## config.mk

```make
export PLATFORM = sky130hd
export DESIGN_NAME = sram_arbiter
export DESIGN_NICKNAME = d
export VERILOG_FILES = /design/src/rtl/arb_pkg.sv /design/src/rtl/sram_arbiter.sv
export SDC_FILE = /design/constraint.sdc
export NUM_CORES = 1
export LEC_CHECK = 0
export BUFFER_PORTS_ARGS = -buffer_cell sky130_fd_sc_hd__buf_2
export CORE_AREA = 3 3 144 90
export CTS_CLUSTER_DIAMETER = 150
export DETAILED_ROUTE_END_ITERATION = 8
export DIE_AREA = 0 0 147 93
export GPL_ROUTABILITY_DRIVEN = 0
export GPL_TIMING_DRIVEN = 0
export PLACE_DENSITY_LB_ADDON = 0.1
export SLEW_MARGIN = 10
export SYNTH_ARGS = -nofsm -noshare
export SYNTH_HDL_FRONTEND = slang
export SYNTH_SLANG_ARGS = --single-unit
export TNS_END_PERCENT = 20
```

## constraint.sdc

```tcl
create_clock -name clk -period 2.1 [get_ports clk]
set_clock_uncertainty 0.2 [all_clocks]
set_input_delay 0.21 -clock clk [delete_from_list [all_inputs] [get_ports clk]]
set_output_delay 0.21 -clock clk [all_outputs]
set_load 0.05 [all_outputs]
```

## src/rtl/arb_pkg.sv

```systemverilog
// Shared types and constants for the SRAM port arbiter.
// Owner encodings, FSM state type and wait-count range.
package arb_pkg;

  typedef enum logic [1:0] {
    ARB_IDLE   = 2'd0,
    ARB_ACCESS = 2'd1,
    ARB_DONE   = 2'd2
  } arb_state_e;

  localparam logic OWN_IF  = 1'b0;
  localparam logic OWN_MEM = 1'b1;

  localparam int unsigned WAIT_MIN = 1;
  localparam int unsigned WAIT_MAX = 15;

  // Down-counter load value; out-of-range wait counts are clamped into 1..15.
  function automatic logic [3:0] wait_load(input int unsigned w);
    int unsigned c;
    c = (w < WAIT_MIN) ? WAIT_MIN : ((w > WAIT_MAX) ? WAIT_MAX : w);
    return 4'(c - 1);
  endfunction

endpackage

```

## src/rtl/sram_arbiter.sv

```systemverilog
// Two-requester (fetch / data) arbiter for a single asynchronous SRAM port.
// Fixed-length strobed access, one turnaround cycle, one-cycle ack; all outputs registered.
module sram_arbiter
  import arb_pkg::*;
#(
  parameter int unsigned ADDR_W      = 20,
  parameter int unsigned WAIT_CYCLES = 2
) (
  input  logic              clk,
  input  logic              rst,
  input  logic              if_req,
  input  logic [31:0]       if_addr,
  output logic              if_ack,
  output logic [31:0]       if_rdata,
  input  logic              mem_req,
  input  logic              mem_we,
  input  logic [3:0]        mem_be,
  input  logic [31:0]       mem_addr,
  input  logic [31:0]       mem_wdata,
  output logic              mem_ack,
  output logic [31:0]       mem_rdata,
  output logic              sram_ce_n,
  output logic              sram_oe_n,
  output logic              sram_we_n,
  output logic [3:0]        sram_be_n,
  output logic [ADDR_W-1:0] sram_addr,
  output logic [31:0]       sram_wdata,
  output logic              sram_wdata_oe,
  input  logic [31:0]       sram_rdata
);

  localparam logic [3:0] CNT_LOAD = wait_load(WAIT_CYCLES);

  arb_state_e        state_q, state_d;
  logic              owner_q, owner_d;
  logic              last_grant_q, last_grant_d;
  logic [3:0]        cnt_q, cnt_d;
  logic              we_q, we_d;
  logic [3:0]        be_q, be_d;
  logic [ADDR_W-1:0] addr_d;
  logic [31:0]       wdata_d;
  logic [31:0]       rdata_q, rdata_d;
  logic              grant_mem;

  logic              ce_n_d, oe_n_d, we_n_d, wdata_oe_d, if_ack_d, mem_ack_d;
  logic [3:0]        be_n_d;

  // Byte-offset and above-window address bits are intentionally ignored.
  logic unused_addr;
  assign unused_addr = ^{if_addr[31:ADDR_W+2], if_addr[1:0],
                         mem_addr[31:ADDR_W+2], mem_addr[1:0]};

  // State register and all registered outputs.
  always_ff @(posedge clk or negedge rst) begin
    if (!rst) begin
      state_q       <= ARB_IDLE;
      owner_q       <= OWN_IF;
      last_grant_q  <= OWN_IF;
      cnt_q         <= '0;
      we_q          <= 1'b0;
      be_q          <= 4'hF;
      rdata_q       <= '0;
      sram_ce_n     <= 1'b1;
      sram_oe_n     <= 1'b1;
      sram_we_n     <= 1'b1;
      sram_be_n     <= 4'hF;
      sram_addr     <= '0;
      sram_wdata    <= '0;
      sram_wdata_oe <= 1'b0;
      if_ack        <= 1'b0;
      mem_ack       <= 1'b0;
    end else begin
      state_q       <= state_d;
      owner_q       <= owner_d;
      last_grant_q  <= last_grant_d;
      cnt_q         <= cnt_d;
      we_q          <= we_d;
      be_q          <= be_d;
      rdata_q       <= rdata_d;
      sram_ce_n     <= ce_n_d;
      sram_oe_n     <= oe_n_d;
      sram_we_n     <= we_n_d;
      sram_be_n     <= be_n_d;
      sram_addr     <= addr_d;
      sram_wdata    <= wdata_d;
      sram_wdata_oe <= wdata_oe_d;
      if_ack        <= if_ack_d;
      mem_ack       <= mem_ack_d;
    end
  end

  // Next-state: grant selection, request latching, wait counting.
  always_comb begin
    state_d      = state_q;
    owner_d      = owner_q;
    last_grant_d = last_grant_q;
    cnt_d        = cnt_q;
    we_d         = we_q;
    be_d         = be_q;
    addr_d       = sram_addr;
    wdata_d      = sram_wdata;
    grant_mem    = 1'b0;
    unique case (state_q)
      ARB_IDLE: begin
        if (if_req || mem_req) begin
          // Tie goes to whoever was not granted last.
          grant_mem = mem_req && (!if_req || (last_grant_q == OWN_IF));
          state_d   = ARB_ACCESS;
          cnt_d     = CNT_LOAD;
          if (grant_mem) begin
            owner_d = OWN_MEM;
            we_d    = mem_we;
            be_d    = mem_be;
            addr_d  = mem_addr[ADDR_W+1:2];
            wdata_d = mem_wdata;
          end else begin
            owner_d = OWN_IF;
            we_d    = 1'b0;
            be_d    = 4'hF;
            addr_d  = if_addr[ADDR_W+1:2];
          end
          last_grant_d = owner_d;
        end
      end
      ARB_ACCESS: begin
        if (cnt_q == 4'd0) state_d = ARB_DONE;
        else               cnt_d   = cnt_q - 4'd1;
      end
      ARB_DONE: state_d = ARB_IDLE;
      default:  state_d = ARB_IDLE;
    endcase
  end

  // Output decode from the next state so every output comes straight from a flop.
  always_comb begin
    ce_n_d     = (state_d != ARB_ACCESS);
    oe_n_d     = !((state_d == ARB_ACCESS) && !we_d);
    we_n_d     = !((state_d == ARB_ACCESS) && we_d);
    wdata_oe_d = (state_d == ARB_ACCESS) && we_d;
    be_n_d     = (state_d == ARB_ACCESS) ? ~be_d : 4'hF;
    if_ack_d   = (state_d == ARB_DONE) && (owner_d == OWN_IF);
    mem_ack_d  = (state_d == ARB_DONE) && (owner_d == OWN_MEM);
    rdata_d    = rdata_q;
    if ((state_q == ARB_ACCESS) && (cnt_q == 4'd0) && !we_q) rdata_d = sram_rdata;
  end

  assign if_rdata  = rdata_q;
  assign mem_rdata = rdata_q;

endmodule

```

==> flow_metrics.tcl, run 1 <==
set metrics [dict create \
    outcome "finished, violations left" \
    violations "negative setup slack" \
    crit_chain "inv_2 -> ha_4 -> nand2b_4 -> or4_4 -> buf_6 -> buf_12 -> mux2_4" \
    post-dp-hpwl_mm 8.85 \
    syn-cell-area_um2 4680 \
    placementRows 31 \
    drt_iter0_drc 192 \
    overflow 0 \
    setup_viol 30 \
    mappedNetlistNets 501 \
    highest_layer "met4" \
    ys_types 35 \
    final_layout_size_suffix_gt1_share_pct 52.7 \
    nets 861 \
    viasPerCell 4.59 \
    ioPinCount 263 \
    cp_top_family "simple AND/OR/NAND/NOR gates" \
    yosysWarnings 0 \
    die_area_um2 13700 \
    cp.arrival_ns 2.14 \
    ys_seq_area_share_pct 57.5 \
    drt_drc_violations_left 0 \
    cp_data_required_time_ns 2.12 \
    syn_avg_cell_area_um2 12.9 \
    rsz0062_at_grt "true" \
    cts_setup_buffers 0 \
    dr_total_vias 4096 \
    clock_latency_ns 0.34 \
    die_h_um 93 \
    worst_setup_path_end_kind "flop" \
    timing.final.ws_setup_ns -0.0182 \
    cp_max_fo 10 \
    clkTransAtPathRegs_ns 0.07 \
    fillers 941 \
    grt_pass1_wl_mm 21.8 \
    dr_wl_met3_um 783 \
    holdWs_ns 0.0313 \
    relSlewSlack_pct 66.6 \
    min-delay-start "mem_req" \
    wl_per_cell_um 15.0 \
    core-area_um2 11900 \
    chipWidth_um 147 \
    numCtsBuffers 9 \
    worstPathBufferInverterCount 3 \
    cts_buffer_depth 2 \
    final_core_util_pct 63.4 \
    area_growth_pct 60.8 \
    max_stage_delay_ns 0.48 \
    min_path_type "input pin to flop" \
    htreeDepth 3 \
    firstDrtPassIters 4 \
    cts_root_buf "clkbuf_16" \
    ys_seq_elements 107 \
    cts_tree "yes" \
    critPathSlowestCell "or4_4" \
    cts_sinks 107 \
    port_buffers 238 \
    synthCells 363 \
    wl_met1_mm 5.84 \
    cap_violations 0 \
    wirelength_mm 13.4 \
    grt_pass1_vias 4314 \
    worst_pin_slew_ns 0.501 \
    dr_wl_met2_mm 6.60 \
    antenna_found_initial 0 \
    grt_max_degree 73 \
    finalCritPeriodShare_pct 101 \
    path_class "flop to flop" \
    slew_violations 0 \
    r2r_start "cnt_q[1]$_DFFE_PN0P_" \
    startpoint_type "flop" \
    initial_core_util_pct 39.4 \
    hold_viol_final 0 \
    track_usage_pct 19.8 \
    layout_min_cycle_time_ns 2.12 \
    num_antenna_cells 0 \
    max_freq_mhz 472 \
    critPathLaunch "cnt_q[1]$_DFFE_PN0P_" \
    antenna_left 0 \
]
-- path summary, 6_finish.rpt --
check,slack [ns],cells past startpoint,to
max in group asynchronous,0.88,3,be_q[1]$_DFF_PN1_
min,0.03,3,sram_ce_n$_DFF_PN1_
min reg2reg,0.30,1,sram_wdata[7]$_DFFE_PN0P_
max reg2reg,-0.02,7,if_rdata[3]$_DFFE_PN0P_
min in group asynchronous,0.12,2,if_rdata[23]$_DFFE_PN0P_
max,-0.02,7,if_rdata[3]$_DFFE_PN0P_
-- worst register-to-register path, cell delays in order, from the launching register on --
cell      delay (ns)
dfrtp_1         0.41
inv_2           0.09
ha_4            0.17
nand2b_4        0.06
or4_4           0.48
buf_6           0.16
buf_12          0.15
mux2_4          0.30
-- sequential cells by signal, summed over array words and instances, names as in the netlist, 2 cells and up --
| name | count |
|---|---|
| be_q | 4 |
| cnt_q | 4 |
| if_rdata | 32 |
| sram_addr | 20 |
| sram_be_n | 4 |
| sram_wdata | 32 |
| state_q | 2 |
-- repair_timing --
action	CTS	global route
pin swaps	0	2
endpoints found under the setup margin	62	77
hold endpoints to repair	189	0
hold buffers	110	0
gates resized for setup	7	5
-- logic make-up after synthesis --
group / count (synthesis) / share of synthesized area [%]
compound gates: 62 / 8.39
fa+ha+maj: 1 / 0.267
buf+inv: 57 / 8.58
flops: 107 / 57.5
mux: 65 / 18.0
simple gates: 71 / 7.24
-- through the flow --
step                cells  instance area [µm²]  setup WS, ns  TNS (ns)
finish                893                 7530       -0.0182    -0.242
global route          893                 7530       -0.0803     -1.98
CTS                   893                 7520      -0.00688   -0.0362
detailed placement    767                 6110        -0.141     -6.89
global placement      766                 6080        -0.621    -64.89
floorplan             363                 4680       0.00700         0
-- Yosys cell counts --
library cell | instances | area share, %
dfrtp_1 | 96 | 51
nand2_1 | 45 | 3.6
buf_4 | 35 | 5.6
mux2_2 | 35 | 8.4
mux2_4 | 30 | 9.6
a21oi_1 | 21 | 2.2
a31oi_1 | 20 | 2.7
clkbuf_1 | 14 | 1.1
dfstp_2 | 11 | 6.2
and3_1 | 5 | 0.67
o21ai_0 | 5 | 0.53
inv_1 | 4 | 0.32
nor2_1 | 4 | 0.32
o22a_1 | 4 | 0.75
o22ai_1 | 4 | 0.53
buf_12 | 3 | 1.3
nor3_1 | 3 | 0.32
a21boi_0 | 2 | 0.32
nand3_1 | 2 | 0.21
nand3b_1 | 2 | 0.32
nand4b_1 | 2 | 0.37
o211ai_1 | 2 | 0.32
or2_2 | 2 | 0.27
a21bo_2 | 1 | 0.21
a21o_1 | 1 | 0.16
a22oi_4 | 1 | 0.45
buf_6 | 1 | 0.24
ha_1 | 1 | 0.27
nand2b_1 | 1 | 0.13
nand2b_4 | 1 | 0.29
nor2b_1 | 1 | 0.13
nor3b_1 | 1 | 0.16
o221ai_1 | 1 | 0.19
or3b_2 | 1 | 0.19
or4_4 | 1 | 0.24
-- area by class of cell --
type	count	area (µm²)	area share, %
tap	165	206	2.74
clock inverter	6	47.5	0.632
clock buffer	10	239	3.17
timing repair buffer	349	2330	30.9
inverter	4	15.0	0.199
sequential	107	2690	35.8
buffer	53	390	5.19
multi-input combinational	199	1610	21.4
-- metal layers --
layer / global-route usage, % / vias up
li1: - / 1951
met1: 24.9 / 1975
met2: 34.0 / 151
met3: 5.18 / 19
met4: 5.43 / 0
met5: 0 / -
-- placed cells by master, fill, tap and decap left out, types with 4 or more instances in the layout --
cell,instances
a21oi_1,21
a31oi_1,20
and3_1,5
buf_2,237
buf_4,35
clkbuf_1,11
clkbuf_16,9
dfrtp_1,96
dfstp_2,11
dlygate4sd3_1,110
mux2_2,35
mux2_4,30
nand2_1,45
o21ai_0,5
o22a_1,4
o22ai_1,4
Power of run 1 is not shown: default switching activity piles up to over one toggle a cycle in this logic, so the estimate is an artifact.
==> inputs of run 2 (changes only) <==
--- a/config.mk
+++ b/config.mk
@@ -6,10 +6,11 @@
 export NUM_CORES = 1
 export LEC_CHECK = 0
 export BUFFER_PORTS_ARGS = -buffer_cell sky130_fd_sc_hd__buf_2
-export CORE_AREA = 3 3 144 90
+export CORE_AREA = 3 3 142 89
+export CTS_BUF_LIST = sky130_fd_sc_hd__clkbuf_8
 export CTS_CLUSTER_DIAMETER = 150
 export DETAILED_ROUTE_END_ITERATION = 8
-export DIE_AREA = 0 0 147 93
+export DIE_AREA = 0 0 145 92
 export GPL_ROUTABILITY_DRIVEN = 0
 export GPL_TIMING_DRIVEN = 0
 export PLACE_DENSITY_LB_ADDON = 0.1
==> run 2 against run 1 <==
The run still ends with negative setup slack left; core utilization is 2.4 points higher; sequential share of layout area increased by 0.41 points; maximum frequency decreased by 0.65%; largest cell class unchanged.
==> flow_metrics.tcl, run 2 (synthesis results as in run 1) <==
set metrics [dict create \
    path_class "flop to flop" \
    r2r_start "cnt_q[1]$_DFFE_PN0P_" \
    holdWs_ns 0.0457 \
    die_area_um2 13300 \
    rsz0062_at_grt "true" \
    die_h_um 92 \
    overflow 0 \
    viasPerCell 4.60 \
    cts_setup_buffers 0 \
    numCtsBuffers 9 \
    wirelength_mm 13.4 \
    grt_pass1_vias 4273 \
    outcome "finished, violations left" \
    violations "negative setup slack" \
    cp.arrival_ns 2.19 \
    nets 863 \
    drt_drc_violations_left 0 \
    seq_area_um2 2690 \
    num_antenna_cells 0 \
    grt_pass1_wl_mm 21.7 \
    final_layout_size_suffix_gt1_share_pct 52.6 \
    cp_max_fo 10 \
    grt_max_degree 86 \
    firstDrtPassIters 4 \
    finalCritPeriodShare_pct 102 \
    cp_data_required_time_ns 2.16 \
    worst_setup_path_end_kind "flop" \
    dr_total_vias 4097 \
    setup_viol 30 \
    slew_violations 0 \
    cts_root_buf "clkbuf_8" \
    clkTransAtPathRegs_ns 0.10 \
    cap_violations 0 \
    timing.final.ws_setup_ns -0.0320 \
    cts_buffer_depth 2 \
    ioPinCount 263 \
    wl_per_cell_um 15.0 \
    placementRows 30 \
    min_path_type "input pin to async pin" \
    max_freq_mhz 469 \
    final_cell_mix "buf_2 (237), dlygate4sd3_1 (112), dfrtp_1 (96)" \
    startpoint_type "flop" \
    rrSetupSlack_ns -0.03 \
    layout_min_cycle_time_ns 2.13 \
    fillers 873 \
    initial_core_util_pct 41.4 \
    drt_iter0_drc 140 \
    layout_commonest_cell "buf_2" \
    cts_sinks 107 \
    antenna_left 0 \
    cts_tree "yes" \
    htreeDepth 3 \
    post-dp-hpwl_mm 8.91 \
    relSlewSlack_pct 66.8 \
    chipWidth_um 145 \
    port_buffers 238 \
    core-area_um2 11300 \
    r2r_cells 7 \
    area_growth_pct 58.9 \
    antenna_found_initial 0 \
    hold_viol_final 0 \
    track_usage_pct 19.9 \
    multiInputGateArea_um2 1610 \
    worst_pin_slew_ns 0.498 \
    clock_latency_ns 0.37 \
    reg2reg_to "if_rdata[25]$_DFFE_PN0P_" \
]
[run 2: changes by cell type in the layout (fill, tap and decap cells not counted), sizes merged]
| cell | before | now |
|---|---|---|
| clkinv | 3 | 5 |
| dlygate4sd3 | 110 | 112 |
| clkinvlp | 1 | 0 |
| inv | 6 | 5 |
[run 2: what timing repair did]
item / 4_1_cts / 5_1_grt
gates resized for setup: 7 / 5
hold buffers: 112 / 0
setup endpoints to repair: 65 / 77
endpoints found under the hold margin: 191 / 0
pin swaps: 0 / 2
[run 2: worst max path at each step]
| stage | cells after the start | to | startpoint | slack, ns |
|---|---|---|---|---|
| after floorplan | 7 | if_rdata[10]$_DFFE_PN0P_ | cnt_q[0]$_DFFE_PN0P_ | 0.007 |
| after global placement | 1 | if_rdata[20]$_DFFE_PN0P_ | rst | -0.61 |
| after detailed placement | 5 | sram_wdata[13]$_DFFE_PN0P_ | state_q[0]$_DFF_PN0_ | -0.21 |
| after CTS | 5 | sram_addr[12]$_DFFE_PN0P_ | state_q[0]$_DFF_PN0_ | -0.02 |
| after global routing | 7 | if_rdata[30]$_DFFE_PN0P_ | cnt_q[1]$_DFFE_PN0P_ | -0.1 |
| final | 7 | if_rdata[25]$_DFFE_PN0P_ | cnt_q[1]$_DFFE_PN0P_ | -0.03 |
[run 2: through the flow]
stage	instances	setup WS, ns	area [µm²]	utilization (%)	setup TNS [ns]
CTS	890	-0.0212	7440	65.8	-0.308
finish	890	-0.0320	7440	65.9	-0.749
floorplan	363	0.00700	4680	-	0
global route	890	-0.0986	7440	65.9	-2.56
detailed placement	762	-0.214	6110	54.1	-9.03
global placement	761	-0.606	6070	53.8	-65.73
[run 2: metal layers]
| layer | GRT usage [%] | wire (µm) | vias up |
|---|---|---|---|
| met5 | 0 | 0 | - |
| met4 | 5.85 | 293 | 0 |
| met3 | 6.02 | 877 | 32 |
| met2 | 33.8 | 6520 | 175 |
| met1 | 24.9 | 5680 | 1937 |
| li1 | - | - | 1953 |
[run 2: worst max-delay path, stage by stage (launching register included)]
cell	delay, ns
dfrtp_1	0.43
inv_2	0.09
ha_4	0.16
nand2b_4	0.06
or4_4	0.48
buf_6	0.16
buf_12	0.15
mux2_4	0.30
[run 2: area by class of cell]
cell class / count / area share (%)
buffer: 53 / 5.25
inverter: 4 / 0.202
timing repair buffer: 351 / 31.5
clock buffer: 10 / 1.85
sequential: 107 / 36.2
tap: 160 / 2.69
clock inverter: 6 / 0.656
multi-input combinational: 199 / 21.7
Power of run 2 is left out for the same reason.
